--- src/rtl/hazard_stall_ctrl_if.sv ---
// Hazard/stall controller signal bundle: pipeline hazard inputs and sequencing outputs.
// The master modport is the controller; the slave modport is the pipeline side.
interface hazard_stall_ctrl_if #(
  parameter int unsigned CNT_WIDTH = 32
);
  logic [4:0]           id_rs1;
  logic [4:0]           id_rs2;
  logic                 id_use_rs1;
  logic                 id_use_rs2;
  logic                 ex_memRead;
  logic [4:0]           ex_rd;
  logic                 ex_redirect;
  logic                 ex_mc_op;
  logic                 mc_done;
  logic                 mem_req;
  logic                 mem_ready;
  logic                 pc_en;
  logic                 ifid_en;
  logic                 idex_en;
  logic                 exmem_en;
  logic                 memwb_en;
  logic                 ifid_flush;
  logic                 idex_flush;
  logic                 exmem_flush;
  logic                 mc_start;
  logic [CNT_WIDTH-1:0] stall_cnt;

  modport master (
    input  id_rs1, id_rs2, id_use_rs1, id_use_rs2, ex_memRead, ex_rd,
    input  ex_redirect, ex_mc_op, mc_done, mem_req, mem_ready,
    output pc_en, ifid_en, idex_en, exmem_en, memwb_en,
    output ifid_flush, idex_flush, exmem_flush, mc_start, stall_cnt
  );

  modport slave (
    output id_rs1, id_rs2, id_use_rs1, id_use_rs2, ex_memRead, ex_rd,
    output ex_redirect, ex_mc_op, mc_done, mem_req, mem_ready,
    input  pc_en, ifid_en, idex_en, exmem_en, memwb_en,
    input  ifid_flush, idex_flush, exmem_flush, mc_start, stall_cnt
  );
endinterface

--- src/rtl/hazard_stall_ctrl.sv ---
// Pipeline sequencing controller: resolves load-use, redirect, multi-cycle and memory-wait hazards
// with combinational enables/flushes, and counts stalled cycles in a saturating counter.
module hazard_stall_ctrl #(
  parameter int unsigned CNT_WIDTH = 32
) (
  input logic                 clk,
  input logic                 rstN,
  hazard_stall_ctrl_if.master bus
);

  typedef enum logic [1:0] {StRun, StMcWait, StMcHold} state_e;

  localparam logic [CNT_WIDTH-1:0] CntMax = '1;
  localparam logic [CNT_WIDTH-1:0] CntOne = {{(CNT_WIDTH-1){1'b0}}, 1'b1};

  state_e               state_q, state_d;
  logic [CNT_WIDTH-1:0] cnt_q;
  logic                 freeze, load_use;
  logic                 pc_en_c, ifid_en_c, idex_en_c, exmem_en_c, memwb_en_c;
  logic                 ifid_flush_c, idex_flush_c, exmem_flush_c, mc_start_c;

  assign freeze   = bus.mem_req & ~bus.mem_ready;
  assign load_use = bus.ex_memRead & (bus.ex_rd != 5'd0) &
                    ((bus.id_use_rs1 & (bus.ex_rd == bus.id_rs1)) |
                     (bus.id_use_rs2 & (bus.ex_rd == bus.id_rs2)));

  always_comb begin
    state_d       = state_q;
    pc_en_c       = 1'b0;
    ifid_en_c     = 1'b0;
    idex_en_c     = 1'b0;
    exmem_en_c    = 1'b0;
    memwb_en_c    = 1'b0;
    ifid_flush_c  = 1'b0;
    idex_flush_c  = 1'b0;
    exmem_flush_c = 1'b0;
    mc_start_c    = 1'b0;
    if (!rstN) begin
      state_d = StRun;
    end else if (freeze) begin
      // Memory wait freezes everything; a done pulse seen now must not be lost.
      if (state_q == StMcWait && bus.mc_done) state_d = StMcHold;
    end else begin
      unique case (state_q)
        StRun: begin
          if (bus.ex_redirect) begin
            {pc_en_c, ifid_en_c, idex_en_c, exmem_en_c, memwb_en_c} = '1;
            ifid_flush_c = 1'b1;
            idex_flush_c = 1'b1;
          end else if (bus.ex_mc_op) begin
            mc_start_c    = 1'b1;
            exmem_en_c    = 1'b1;
            exmem_flush_c = 1'b1;
            memwb_en_c    = 1'b1;
            state_d       = StMcWait;
          end else if (load_use) begin
            idex_en_c    = 1'b1;
            idex_flush_c = 1'b1;
            exmem_en_c   = 1'b1;
            memwb_en_c   = 1'b1;
          end else begin
            {pc_en_c, ifid_en_c, idex_en_c, exmem_en_c, memwb_en_c} = '1;
          end
        end
        StMcWait: begin
          if (bus.mc_done) begin
            {pc_en_c, ifid_en_c, idex_en_c, exmem_en_c, memwb_en_c} = '1;
            state_d = StRun;
          end else begin
            exmem_en_c    = 1'b1;
            exmem_flush_c = 1'b1;
            memwb_en_c    = 1'b1;
          end
        end
        StMcHold: begin
          {pc_en_c, ifid_en_c, idex_en_c, exmem_en_c, memwb_en_c} = '1;
          state_d = StRun;
        end
        default: state_d = StRun;
      endcase
    end
  end

  always_ff @(posedge clk or negedge rstN) begin
    if (!rstN) begin
      state_q <= StRun;
      cnt_q   <= '0;
    end else begin
      state_q <= state_d;
      if (!pc_en_c && cnt_q != CntMax) cnt_q <= cnt_q + CntOne;
    end
  end

  assign bus.pc_en       = pc_en_c;
  assign bus.ifid_en     = ifid_en_c;
  assign bus.idex_en     = idex_en_c;
  assign bus.exmem_en    = exmem_en_c;
  assign bus.memwb_en    = memwb_en_c;
  assign bus.ifid_flush  = ifid_flush_c;
  assign bus.idex_flush  = idex_flush_c;
  assign bus.exmem_flush = exmem_flush_c;
  assign bus.mc_start    = mc_start_c;
  assign bus.stall_cnt   = cnt_q;

endmodule

--- src/flat_wrapper.sv ---
// flat-port wrapper written by rule: the top's interface ports become plain ports
module hazard_stall_ctrl_flat 
#(
  parameter int unsigned CNT_WIDTH = 32
)
  (clk, rstN, bus_id_rs1, bus_id_rs2, bus_id_use_rs1, bus_id_use_rs2, bus_ex_memRead, bus_ex_rd, bus_ex_redirect, bus_ex_mc_op, bus_mc_done, bus_mem_req, bus_mem_ready, bus_pc_en, bus_ifid_en, bus_idex_en, bus_exmem_en, bus_memwb_en, bus_ifid_flush, bus_idex_flush, bus_exmem_flush, bus_mc_start, bus_stall_cnt);
  hazard_stall_ctrl_if #(.CNT_WIDTH(CNT_WIDTH)) bus_i ();
  input logic clk;
  input logic rstN;
  input wire logic [$bits(bus_i.id_rs1)-1:0] bus_id_rs1;
  input wire logic [$bits(bus_i.id_rs2)-1:0] bus_id_rs2;
  input wire logic [$bits(bus_i.id_use_rs1)-1:0] bus_id_use_rs1;
  input wire logic [$bits(bus_i.id_use_rs2)-1:0] bus_id_use_rs2;
  input wire logic [$bits(bus_i.ex_memRead)-1:0] bus_ex_memRead;
  input wire logic [$bits(bus_i.ex_rd)-1:0] bus_ex_rd;
  input wire logic [$bits(bus_i.ex_redirect)-1:0] bus_ex_redirect;
  input wire logic [$bits(bus_i.ex_mc_op)-1:0] bus_ex_mc_op;
  input wire logic [$bits(bus_i.mc_done)-1:0] bus_mc_done;
  input wire logic [$bits(bus_i.mem_req)-1:0] bus_mem_req;
  input wire logic [$bits(bus_i.mem_ready)-1:0] bus_mem_ready;
  output wire logic [$bits(bus_i.pc_en)-1:0] bus_pc_en;
  output wire logic [$bits(bus_i.ifid_en)-1:0] bus_ifid_en;
  output wire logic [$bits(bus_i.idex_en)-1:0] bus_idex_en;
  output wire logic [$bits(bus_i.exmem_en)-1:0] bus_exmem_en;
  output wire logic [$bits(bus_i.memwb_en)-1:0] bus_memwb_en;
  output wire logic [$bits(bus_i.ifid_flush)-1:0] bus_ifid_flush;
  output wire logic [$bits(bus_i.idex_flush)-1:0] bus_idex_flush;
  output wire logic [$bits(bus_i.exmem_flush)-1:0] bus_exmem_flush;
  output wire logic [$bits(bus_i.mc_start)-1:0] bus_mc_start;
  output wire logic [$bits(bus_i.stall_cnt)-1:0] bus_stall_cnt;
  assign bus_i.id_rs1 = bus_id_rs1;
  assign bus_i.id_rs2 = bus_id_rs2;
  assign bus_i.id_use_rs1 = bus_id_use_rs1;
  assign bus_i.id_use_rs2 = bus_id_use_rs2;
  assign bus_i.ex_memRead = bus_ex_memRead;
  assign bus_i.ex_rd = bus_ex_rd;
  assign bus_i.ex_redirect = bus_ex_redirect;
  assign bus_i.ex_mc_op = bus_ex_mc_op;
  assign bus_i.mc_done = bus_mc_done;
  assign bus_i.mem_req = bus_mem_req;
  assign bus_i.mem_ready = bus_mem_ready;
  assign bus_pc_en = bus_i.pc_en;
  assign bus_ifid_en = bus_i.ifid_en;
  assign bus_idex_en = bus_i.idex_en;
  assign bus_exmem_en = bus_i.exmem_en;
  assign bus_memwb_en = bus_i.memwb_en;
  assign bus_ifid_flush = bus_i.ifid_flush;
  assign bus_idex_flush = bus_i.idex_flush;
  assign bus_exmem_flush = bus_i.exmem_flush;
  assign bus_mc_start = bus_i.mc_start;
  assign bus_stall_cnt = bus_i.stall_cnt;
  hazard_stall_ctrl #(.CNT_WIDTH(CNT_WIDTH)) u_core (.clk(clk), .rstN(rstN), .bus(bus_i));
endmodule
--- config.mk ---
export PLATFORM = sky130hd
export DESIGN_NAME = hazard_stall_ctrl_flat
export DESIGN_NICKNAME = d
export VERILOG_FILES = /design/src/rtl/hazard_stall_ctrl_if.sv /design/src/rtl/hazard_stall_ctrl.sv /design/src/flat_wrapper.sv
export SDC_FILE = /design/constraint.sdc
export NUM_CORES = 1
export LEC_CHECK = 0
export BUFFER_PORTS_ARGS = -buffer_cell sky130_fd_sc_hd__clkbuf_2
export CELL_PAD_IN_SITES_DETAIL_PLACEMENT = 1
export CELL_PAD_IN_SITES_GLOBAL_PLACEMENT = 1
export CORE_MARGIN = 2
export CORE_UTILIZATION = 41
export DETAILED_ROUTE_END_ITERATION = 8
export PLACE_DENSITY = 0.94
export SYNTH_ARGS = -nofsm -noshare
export SYNTH_HDL_FRONTEND = slang
export SYNTH_SLANG_ARGS = --single-unit
--- constraint.sdc ---
create_clock -name clk -period 5 [get_ports clk]
set_clock_uncertainty 0.05 [all_clocks]
set_input_delay 1.5 -clock clk [delete_from_list [all_inputs] [get_ports clk]]
set_output_delay 1.5 -clock clk [all_outputs]
set_load 0.01 [all_outputs]
==> reports/qor.csv <==
metric,value,unit
fin_crit,4.41,ns
dp_cells,295,
fillers,547,
ant_nets,0,
hold_viol,0,
synth.top_cell.area_share,43.8,%
slew_headroom,41.6,%
clock_sinks,34,
firstDrtPassIters,4,
layout_commonest_cell,clkbuf_2,
yosys_warnings,0,
row_count,25,
yosysUniqueCellTypes,38,
dr_wl_met3,140,um
path_class,input port to output port,
worst-slew-pin-transition,0.874,ns
route.vias.total,1621,
synth_nets,212,
drv_slew,0,
drv_cap,0,
cts_made_buffers,5,
dieArea,5310,um2
htreeDepth,2,
wl_met1,2190,um
rsz0062_at_grt,false,
grt_pass1_wl,8510,um
drc_errors,0,
synth_edf_count,0,
crit_chain,clkbuf_2 -> or4_1 -> o21ai_1 -> nor3_1 -> a21boi_4 -> clkbuf_2,
synth.top_cells.by_area,"dfrtp_1, xnor2_1, nand4_1",
stdcell_count,303,
slowest_delay,0.54,ns
coreArea,4660,um2
routabilityCongestion,0.816,
path_common_cell,clkbuf_2,
diodes,0,
r2r.worst_path.cells,7,
fin_total_pwr,0.000725,W
worstSetupStartpointType,input port,
die_width,72.9,um
synth.cell_area,1940,um2
ys_async_sr_fraction,100,%
fin_util,50.3,%
cts_resized,0,
first_global_vias,1729,
cts_hold_buf,0,
clock_latency,0.29,ns
final_cell_mix,"clkbuf_2, xnor2_1, dfrtp_1",
routedWlPerCell,16.8,um
postSynthAreaPerCell,10.5,um2
crit_path_end_kind,output port,
timing.final.crit_share,88.2,%
clockRootBuffer,clkbuf_8,
drt_wl_total,5090,um
dp_hpwl,3770,um
area_growth,20.6,%
grt_util_all_layers,20.9,%
synth_ff_type,dfrtp_1,
fmax,227,MHz
initial_core_util,41.7,%
netlist_instances,186,
worstPathMaxFanout,5,
dr_wl_met2,2570,um
final_nets,274,
cts_setup_buffers,0,
via_per_inst,5.35,
grt_overflow,0,
cts_buffer_depth,2,
top_layer_used,met4,
powerDensity,309,nW/um2
tns,0,ns
path_buf_inv,2,
synth_seq_cells,34,
cts_tree,done,
setup_violations,0,
dieHeight,72.9,um
drt_iter0_drc,99,
antenna_found_initial,0,
hold_path_depth,1,
p_leak,1.08,nW
numPortBuffers,65,
ios,66,
clkSlewWorstSetupHoldPaths,0.07,ns
cp_top_family,simple AND/OR/NAND/NOR gates,
cp.required,3.45,ns
crit_slowest_cell,or4_1,
ys_seq_area_share,43.8,%
drive_above_1_share,34.1,%
status,"finished, final reports clean",
worstSetupPathDepth,6,
ir_drop,0.213,mV
arrival,2.86,ns
hold_class,flop to flop,
yosys.area.top_type,dfrtp_1,
grt_max_degree,37,
## area by class of cell
| class | count | area (um2) | area share (%) |
|---|---|---|---|
| flip-flops and latches | 34 | 851 | 36.3 |
| clock buffers | 7 | 86.3 | 3.68 |
| well taps | 54 | 67.6 | 2.88 |
| inverters | 2 | 7.51 | 0.320 |
| multi-input cells | 139 | 995 | 42.4 |
| repair buffers | 66 | 333 | 14.2 |
| clock inverters | 1 | 5.00 | 0.213 |
## metrics by stage
stage | worst slack, ns | hold slack (ns) | cell area, um2
6_report | 0.591 | 0.450 | 2340
5_1_grt | 0.494 | 0.473 | 2340
2_1_floorplan | 0.752 | 0.468 | 1940
4_1_cts | 0.587 | 0.453 | 2340
3_3_place_gp | 0.649 | 0.425 | 2250
3_5_place_dp | 0.590 | 0.442 | 2250
## routing by layer
layer	GRT usage [%]	vias to the layer above
met4	9.88	0
met2	34.8	37
li1	-	770
met5	0	-
met3	4.28	18
met1	26.0	796
## power by group
group	total, W	internal (W)	leakage, nW	switching [W]
Combinational	0.000160	0.0000777	0.583	0.0000825
Sequential	0.000352	0.000308	0.451	0.0000445
Clock	0.000213	0.000111	0.0482	0.000102
## synthesized netlist by cell type (2+ instances only)
cell,number
nor4_1,3
and4_1,5
nand3_1,11
clkbuf_1,2
mux2_2,2
xnor2_1,36
xor2_1,5
nand2_1,17
nand2b_1,2
nand4_1,12
nor2_1,9
a21oi_1,3
dfrtp_1,34
inv_1,2
nand3_2,4
and2_1,2
buf_6,5
nor3_1,3
and3_1,8
buf_4,3
## state kept, by name, summed over array words and instances (netlist names)
name,count
u_core.bus.stall_cnt,32
u_core.state_q,2
## worst paths after layout
check	start	endpoint	slack, ns
min in group asynchronous	rstN	u_core.bus.stall_cnt[10]$_DFFE_PN0P_	1.24
worst max register to register	u_core.state_q[1]$_DFFE_PN0P_	u_core.bus.stall_cnt[31]$_DFFE_PN0P_	2.42
worst max-delay path	bus_ex_rd[0]	bus_ifid_en	0.59
worst min-delay path	u_core.bus.stall_cnt[20]$_DFFE_PN0P_	u_core.bus.stall_cnt[20]$_DFFE_PN0P_	0.45
worst min register to register	u_core.bus.stall_cnt[20]$_DFFE_PN0P_	u_core.bus.stall_cnt[20]$_DFFE_PN0P_	0.45
max in group asynchronous	rstN	u_core.state_q[0]$_DFFE_PN0P_	3.34
## logic make-up (layout without fill, tap and decap cells)
family,after synthesis,in the layout,share of synthesized area (%)
adders and majority gates,1,1,0.643
AOI/OAI and AO/OA,9,9,4.57
buffers and inverters,13,76,5.08
muxes,3,3,1.67
xor gates and xnor gates,41,41,18.5
and+or+nand+nor,85,85,25.8
DFF,34,34,43.8
Note: power is estimated with default switching activity, not from simulation.
